[config.mk]
export PLATFORM = sky130hd
export DESIGN_NAME = hdmi_rx_sm
export DESIGN_NICKNAME = d
export VERILOG_FILES = /design/src/rtl/hdmi_rx_sm.sv
export SDC_FILE = /design/constraint.sdc
export NUM_CORES = 1
export LEC_CHECK = 0
export ABC_AREA = 1
export CAP_MARGIN = 20
export CELL_PAD_IN_SITES_DETAIL_PLACEMENT = 1
export CELL_PAD_IN_SITES_GLOBAL_PLACEMENT = 1
export CORE_UTILIZATION = 40
export DETAILED_ROUTE_END_ITERATION = 8
export PLACE_DENSITY = 0.78
export SLEW_MARGIN = 20
export SYNTH_ARGS = -nofsm -noshare
export SYNTH_HDL_FRONTEND = slang
export SYNTH_SLANG_ARGS = --single-unit
[constraint.sdc]
create_clock -name clk_pixel -period 2.2 [get_ports clk_pixel]
set_input_delay 0.22 -clock clk_pixel [delete_from_list [all_inputs] [get_ports clk_pixel]]
set_output_delay 0.22 -clock clk_pixel [all_outputs]
set_load 0.03 [all_outputs]
[src/rtl/hdmi_rx_sm.sv]
// HDMI receiver period tracker: classifies word-aligned TMDS characters and
// follows control/preamble/guard/video/data-island periods, decoding payloads.
module hdmi_rx_sm #(
  parameter int MAX_PACKETS  = 18,
  parameter int PREAMBLE_LEN = 8
) (
  input  logic        clk_pixel,
  input  logic        reset,
  input  logic [29:0] tmds,
  output logic [2:0]  mode,
  output logic [23:0] rgb,
  output logic        de,
  output logic        hsync,
  output logic        vsync,
  output logic [11:0] di_data,
  output logic        di_valid,
  output logic        packet_start,
  output logic        err
);
  localparam int PCW = $clog2(PREAMBLE_LEN + 1);
  localparam int KCW = $clog2(MAX_PACKETS + 1);

  localparam logic [9:0] GUARD_A = 10'b1011001100;
  localparam logic [9:0] GUARD_B = 10'b0100110011;

  localparam logic [2:0] M_CTRL = 3'd0;
  localparam logic [2:0] M_VID  = 3'd1;
  localparam logic [2:0] M_VG   = 3'd2;
  localparam logic [2:0] M_DI   = 3'd3;
  localparam logic [2:0] M_DG   = 3'd4;

  typedef enum logic [2:0] {
    CTRL, PRE_V, PRE_D, GUARD_V, VIDEO, GUARD_DL, ISLAND, GUARD_DT
  } state_t;

  // {valid, token[1:0]}
  function automatic logic [2:0] ctrl_decode(input logic [9:0] c);
    case (c)
      10'b1101010100: return 3'b100;
      10'b0010101011: return 3'b101;
      10'b0101010100: return 3'b110;
      10'b1010101011: return 3'b111;
      default:        return 3'b000;
    endcase
  endfunction

  // {valid, nibble[3:0]}
  function automatic logic [4:0] terc4_decode(input logic [9:0] c);
    case (c)
      10'b1010011100: return 5'h10;
      10'b1001100011: return 5'h11;
      10'b1011100100: return 5'h12;
      10'b1011100010: return 5'h13;
      10'b0101110001: return 5'h14;
      10'b0100011110: return 5'h15;
      10'b0110001110: return 5'h16;
      10'b0100111100: return 5'h17;
      10'b1011001100: return 5'h18;
      10'b0100111001: return 5'h19;
      10'b0110011100: return 5'h1A;
      10'b1011000110: return 5'h1B;
      10'b1010001110: return 5'h1C;
      10'b1001110001: return 5'h1D;
      10'b0101100011: return 5'h1E;
      10'b1011000011: return 5'h1F;
      default:        return 5'h00;
    endcase
  endfunction

  function automatic logic [7:0] video_decode(input logic [9:0] c);
    logic [7:0] d;
    logic [7:0] q;
    d    = c[9] ? ~c[7:0] : c[7:0];
    q[0] = d[0];
    for (int i = 1; i < 8; i++) begin
      q[i] = c[8] ? (d[i] ^ d[i-1]) : ~(d[i] ^ d[i-1]);
    end
    return q;
  endfunction

  function automatic logic [PCW-1:0] sat_inc(input logic [PCW-1:0] c);
    return (c >= PCW'(PREAMBLE_LEN)) ? c : c + PCW'(1);
  endfunction

  logic [2:0] c0, c1, c2;
  logic [4:0] t0, t1, t2;
  assign c0 = ctrl_decode(tmds[9:0]);
  assign c1 = ctrl_decode(tmds[19:10]);
  assign c2 = ctrl_decode(tmds[29:20]);
  assign t0 = terc4_decode(tmds[9:0]);
  assign t1 = terc4_decode(tmds[19:10]);
  assign t2 = terc4_decode(tmds[29:20]);

  // Stage p0: per-channel classification and video decode
  logic        vld_p0;
  logic [2:0]  ctl_ok_p0;
  logic [5:0]  tok_p0;
  logic [2:0]  terc_ok_p0;
  logic [11:0] nib_p0;
  logic        vguard_p0;
  logic        dguard_p0;
  logic [23:0] pix_p0;

  always_ff @(posedge clk_pixel) begin
    if (reset) vld_p0 <= 1'b0;
    else       vld_p0 <= 1'b1;
  end

  always_ff @(posedge clk_pixel) begin
    ctl_ok_p0  <= {c2[2], c1[2], c0[2]};
    tok_p0     <= {c2[1:0], c1[1:0], c0[1:0]};
    terc_ok_p0 <= {t2[4], t1[4], t0[4]};
    nib_p0     <= {t2[3:0], t1[3:0], t0[3:0]};
    vguard_p0  <= (tmds[29:20] == GUARD_A) && (tmds[19:10] == GUARD_B) &&
                  (tmds[9:0] == GUARD_A);
    dguard_p0  <= (tmds[29:20] == GUARD_B) && (tmds[19:10] == GUARD_B) &&
                  t0[4] && (t0[3:2] == 2'b11);
    pix_p0     <= {video_decode(tmds[29:20]), video_decode(tmds[19:10]),
                   video_decode(tmds[9:0])};
  end

  state_t          state;
  logic [PCW-1:0]  pre_cnt;
  logic [1:0]      grd_cnt;
  logic [4:0]      pix_cnt;
  logic [KCW-1:0]  pkt_cnt;

  // Where a control-period character leads: preamble tracking on {CTL3..CTL0}
  state_t         ctl_state;
  logic [PCW-1:0] ctl_cnt;
  logic [3:0]     ctl_code;
  logic           all_ctl;
  logic           pre_ok;
  assign all_ctl  = &ctl_ok_p0;
  assign ctl_code = tok_p0[5:2];
  assign pre_ok   = (pre_cnt >= PCW'(PREAMBLE_LEN));

  always_comb begin
    ctl_state = CTRL;
    ctl_cnt   = '0;
    if (all_ctl && ctl_code == 4'b0001) begin
      ctl_state = PRE_V;
      ctl_cnt   = (state == PRE_V) ? sat_inc(pre_cnt) : PCW'(1);
    end else if (all_ctl && ctl_code == 4'b0101) begin
      ctl_state = PRE_D;
      ctl_cnt   = (state == PRE_D) ? sat_inc(pre_cnt) : PCW'(1);
    end
  end

  // Stage p1: period state machine with registered outputs
  always_ff @(posedge clk_pixel) begin
    if (reset) begin
      state        <= CTRL;
      pre_cnt      <= '0;
      grd_cnt      <= '0;
      pix_cnt      <= '0;
      pkt_cnt      <= '0;
      mode         <= M_CTRL;
      rgb          <= '0;
      de           <= 1'b0;
      hsync        <= 1'b0;
      vsync        <= 1'b0;
      di_data      <= '0;
      di_valid     <= 1'b0;
      packet_start <= 1'b0;
      err          <= 1'b0;
    end else if (vld_p0) begin
      de           <= 1'b0;
      di_valid     <= 1'b0;
      packet_start <= 1'b0;
      err          <= 1'b0;
      case (state)
        CTRL, PRE_V, PRE_D: begin
          if (state == PRE_V && vguard_p0) begin
            pre_cnt <= '0;
            if (pre_ok) begin
              state   <= GUARD_V;
              mode    <= M_VG;
              grd_cnt <= 2'd1;
            end else begin
              state <= CTRL;
              mode  <= M_CTRL;
              err   <= 1'b1;
            end
          end else if (state == PRE_D && dguard_p0) begin
            pre_cnt        <= '0;
            {vsync, hsync} <= nib_p0[1:0];
            if (pre_ok) begin
              state   <= GUARD_DL;
              mode    <= M_DG;
              grd_cnt <= 2'd1;
            end else begin
              state <= CTRL;
              mode  <= M_CTRL;
              err   <= 1'b1;
            end
          end else begin
            state   <= ctl_state;
            mode    <= M_CTRL;
            pre_cnt <= ctl_cnt;
            if (ctl_ok_p0[0]) {vsync, hsync} <= tok_p0[1:0];
          end
        end
        GUARD_V: begin
          if (grd_cnt == 2'd1 && vguard_p0) begin
            grd_cnt <= 2'd2;
          end else if (grd_cnt == 2'd1 || vguard_p0) begin
            state <= CTRL;
            mode  <= M_CTRL;
            err   <= 1'b1;
          end else if (|ctl_ok_p0) begin
            state   <= ctl_state;
            mode    <= M_CTRL;
            pre_cnt <= ctl_cnt;
            if (ctl_ok_p0[0]) {vsync, hsync} <= tok_p0[1:0];
          end else begin
            state <= VIDEO;
            mode  <= M_VID;
            de    <= 1'b1;
            rgb   <= pix_p0;
          end
        end
        VIDEO: begin
          if (|ctl_ok_p0) begin
            state   <= ctl_state;
            mode    <= M_CTRL;
            pre_cnt <= ctl_cnt;
            if (ctl_ok_p0[0]) {vsync, hsync} <= tok_p0[1:0];
          end else begin
            de  <= 1'b1;
            rgb <= pix_p0;
          end
        end
        GUARD_DL: begin
          if (grd_cnt == 2'd1 && dguard_p0) begin
            grd_cnt        <= 2'd2;
            {vsync, hsync} <= nib_p0[1:0];
          end else if (grd_cnt == 2'd2 && &terc_ok_p0) begin
            state          <= ISLAND;
            mode           <= M_DI;
            di_valid       <= 1'b1;
            di_data        <= nib_p0;
            packet_start   <= 1'b1;
            pix_cnt        <= 5'd1;
            pkt_cnt        <= KCW'(1);
            {vsync, hsync} <= nib_p0[1:0];
          end else begin
            state <= CTRL;
            mode  <= M_CTRL;
            err   <= 1'b1;
          end
        end
        ISLAND: begin
          if (dguard_p0 && pix_cnt == 5'd0 && pkt_cnt != '0) begin
            state          <= GUARD_DT;
            mode           <= M_DG;
            grd_cnt        <= 2'd1;
            {vsync, hsync} <= nib_p0[1:0];
          end else if (&terc_ok_p0 &&
                       !(pix_cnt == 5'd0 && pkt_cnt == KCW'(MAX_PACKETS))) begin
            di_valid       <= 1'b1;
            di_data        <= nib_p0;
            pix_cnt        <= pix_cnt + 5'd1;
            {vsync, hsync} <= nib_p0[1:0];
            if (pix_cnt == 5'd0) begin
              packet_start <= 1'b1;
              pkt_cnt      <= pkt_cnt + KCW'(1);
            end
          end else begin
            state <= CTRL;
            mode  <= M_CTRL;
            err   <= 1'b1;
          end
        end
        GUARD_DT: begin
          if (grd_cnt == 2'd1 && dguard_p0) begin
            grd_cnt        <= 2'd2;
            {vsync, hsync} <= nib_p0[1:0];
          end else if (grd_cnt == 2'd1 || dguard_p0) begin
            state <= CTRL;
            mode  <= M_CTRL;
            err   <= 1'b1;
          end else begin
            state   <= ctl_state;
            mode    <= M_CTRL;
            pre_cnt <= ctl_cnt;
            if (ctl_ok_p0[0]) {vsync, hsync} <= tok_p0[1:0];
          end
        end
      endcase
    end
  end

endmodule

==> run metrics <==
status complete, no violations; clk slew on worst S/H paths 0.05 ns; Max Used Layer met4; Ys Warns 0; Die X 125.2 um; skew final 0.009570 ns; # diodes 0; DR WL met2 8325 um; worst path bufs/invs 2; CTS max path bufs 2; leakage power 3.481 nW; post-synthesis sequential area ratio 37.94%; DR iter-0 viols 303; Synth Net Count 945; post-synth cell types 37; average cell area after synthesis 6.880 um^2; Max VDD drop 521.5 uV; Placer Congestion 0.9027; Crit. End Element flip-flop; top_reg_cell synth dfxtp_1; largest net degree at the start of global routing 50; CTS Buf Count 17; cts hold-fix bufs 0; Hold Path Class primary input to flip-flop; setup repair bufs after CTS 0; P&R area growth vs syn 26.68%; CTS tree yes; critical path required time 2.51 ns; Worst path max stage delay 0.37 ns; vias per cell 4.978; Tot GR Track Use 23.24%; antenna viol nets, final 0; Slew Limit Headroom 73.84%; CP Launch Type flip-flop; # resized after CTS 0; Port Buffers 76; overall via count from detail_route 5804; total wire length 17160 um; routed len/inst 14.71 um; critical path arrival 2.32 ns; Die H 125.2 um; latest clock arrival within the worst-skew pair 0.43 ns; Crit Path Class flip-flop to flip-flop; pins over their slew limit 0; #FFs+latches synth 115; drt pass-1 iters 7; Syn Inst Count 882; Final Hold Fails 0; Starting Density 41.44%; die area 0.01567 mm^2; slowest CP cell dfxtp_1; cell area after placement 0.007057 mm^2; row cnt 44; antenna violations before repair 0; ys async rst share 0%; nets 1032; routed wl met3 506 um; maxcap violations 0; clock root buffer clkbuf_16; H-tree depth 4; PwrDens 759.9 mW/mm^2; unrepaired setup endpoints after global routing false; number of global-route vias before repair 6012; Power, Total 5.842 mW; CP cell instances inv_1, ha_1, nand2_1, nor2_1, nand2_1, nand2_1, o21ai_2, nand2_2, buf_4, o21ai_1, nor2_1; final instance area 0.007687 mm^2; final routed DRC violation total 0; Cell Area, Synth 0.006068 mm^2; post-DP HPWL 13290 um; share of layout cells above drive strength 1 6.925%; worst-margin pin slew 0.3891 ns; Routed met1 length 7945 um; fin crit share 91.13%; final core utilization 52.49%; remaining global-route overflow 0; Max Fclk 498.8 MHz; Final min period 2.005 ns; critical path's most frequent cell nand2_1; setup TNS 0 ns; first-pass GRT wire length 28730 um; core area 0.01464 mm^2; Worst path top cell family by delay simple AND/OR/NAND/NOR gates; Post-synth EDFFs 0; num ports 77; Crit Path Max Fanout 11; Post-Place Setup Slack 0.2251 ns; worst setup margin 0.1952 ns; CTS Sinks 115; Final setup viols 0
-- power by group --
part,leakage [nW],switching (mW),internal [mW]
clock network,0.301,0.960,1.98
registers,0.940,0.0495,2.20
logic,2.24,0.398,0.256
-- path summary, 6_finish.rpt --
path	start	to	slack, ns	cells after the start
worst min register to register	err	err	0.47	2
worst max register to register	pix_cnt[0]	di_data[11]	0.20	11
worst max-delay path	pix_cnt[0]	di_data[11]	0.20	11
worst min-delay path	tmds[9]	pix_p0[0]	0.45	2
-- logic make-up after synthesis --
family / share of synthesized area (%)
AOI/OAI and AO/OA: 7.794
xor gates and xnor gates: 5.629
adders and majority gates: 6.392
buffers and inverters: 8.804
DFF: 37.94
and+or+nand+nor: 33.44
-- cell usage after synthesis (5+ instances only) --
cell      instances  area (um^2)
dfxtp_1         115         2302
nand4_1          29        181.4
ha_1             31        387.9
nand2_1         172        645.6
nor3_1           17        85.08
xnor2_1          15        131.4
inv_2             7        26.28
o21ai_0          49        245.2
xor2_1           24        210.2
nand2_2           8        50.05
nor2_2            5        31.28
nand3_1          56        280.3
o21ai_1          14        70.07
nor2_1          184        690.7
clkbuf_1          8        30.03
inv_1            99        371.6
a21oi_1          15        75.07
-- registers in the layout (all words and copies together), names as in the netlist --
| register | cells |
|---|---|
| vld_p0 | 1 |
| packet_start | 1 |
| hsync | 1 |
| dguard_p0 | 1 |
| pre_cnt | 4 |
| err | 1 |
| pix_p0 | 24 |
| di_valid | 1 |
| de | 1 |
| grd_cnt | 2 |
| pkt_cnt | 5 |
| state | 3 |
| di_data | 12 |
| mode | 3 |
| tok_p0 | 6 |
| nib_p0 | 12 |
| ctl_ok_p0 | 3 |
| vguard_p0 | 1 |
| terc_ok_p0 | 3 |
| pix_cnt | 5 |
| rgb | 24 |
| vsync | 1 |
-- cells in the final DEF (no fill, tap or decap), types with 2 or more instances in the layout --
master           netlist  layout
nor2_1               184     184
nand2_1              172     172
dfxtp_1              115     115
inv_1                 99      99
clkdlybuf4s50_1        0      76
nand3_1               56      56
o21ai_0               49      49
ha_1                  31      31
nand4_1               29      29
xor2_1                24      24
nor3_1                17      17
clkbuf_16              0      17
xnor2_1               15      15
a21oi_1               15      15
o21ai_1               14      14
buf_4                  4      12
nand2_2                8       8
inv_2                  7       7
nor2_2                 5       5
clkbuf_1               8       4
bufinv_16              0       4
clkbuf_8               0       3
o22ai_1                2       2
o21a_1                 2       2
a22oi_1                2       2
nand3b_1               2       2
nand3_2                2       2
clkinvlp_4             0       2
buf_12                 0       2
-- stage by stage --
| step | std cells | hold WS [ns] |
|---|---|---|
| floorplan | 882 | 0.2891 |
| global placement | 1134 | 0.4561 |
| detailed placement | 1134 | 0.4663 |
| CTS | 1166 | 0.4369 |
| global route | 1166 | 0.4545 |
| finish | 1166 | 0.4455 |
-- routing by layer --
layer  global-route usage [%]  up-vias
met5                        0        -
met4                    10.55        0
met3                    4.065       28
met2                    40.06      104
met1                    28.26     2700
li1                         -     2972
-- area by class of cell --
type                       count  area [um^2]
fill                        1898         6957
multi-input combinational    638         3232
sequential                   115         2302
timing repair buffer          90        890.9
clock buffer                  24        481.7
inverter                     107        401.6
tap                          184        230.2
clock inverter                 8        148.9
No activity file was read; power rests on OpenSTA's default activity.
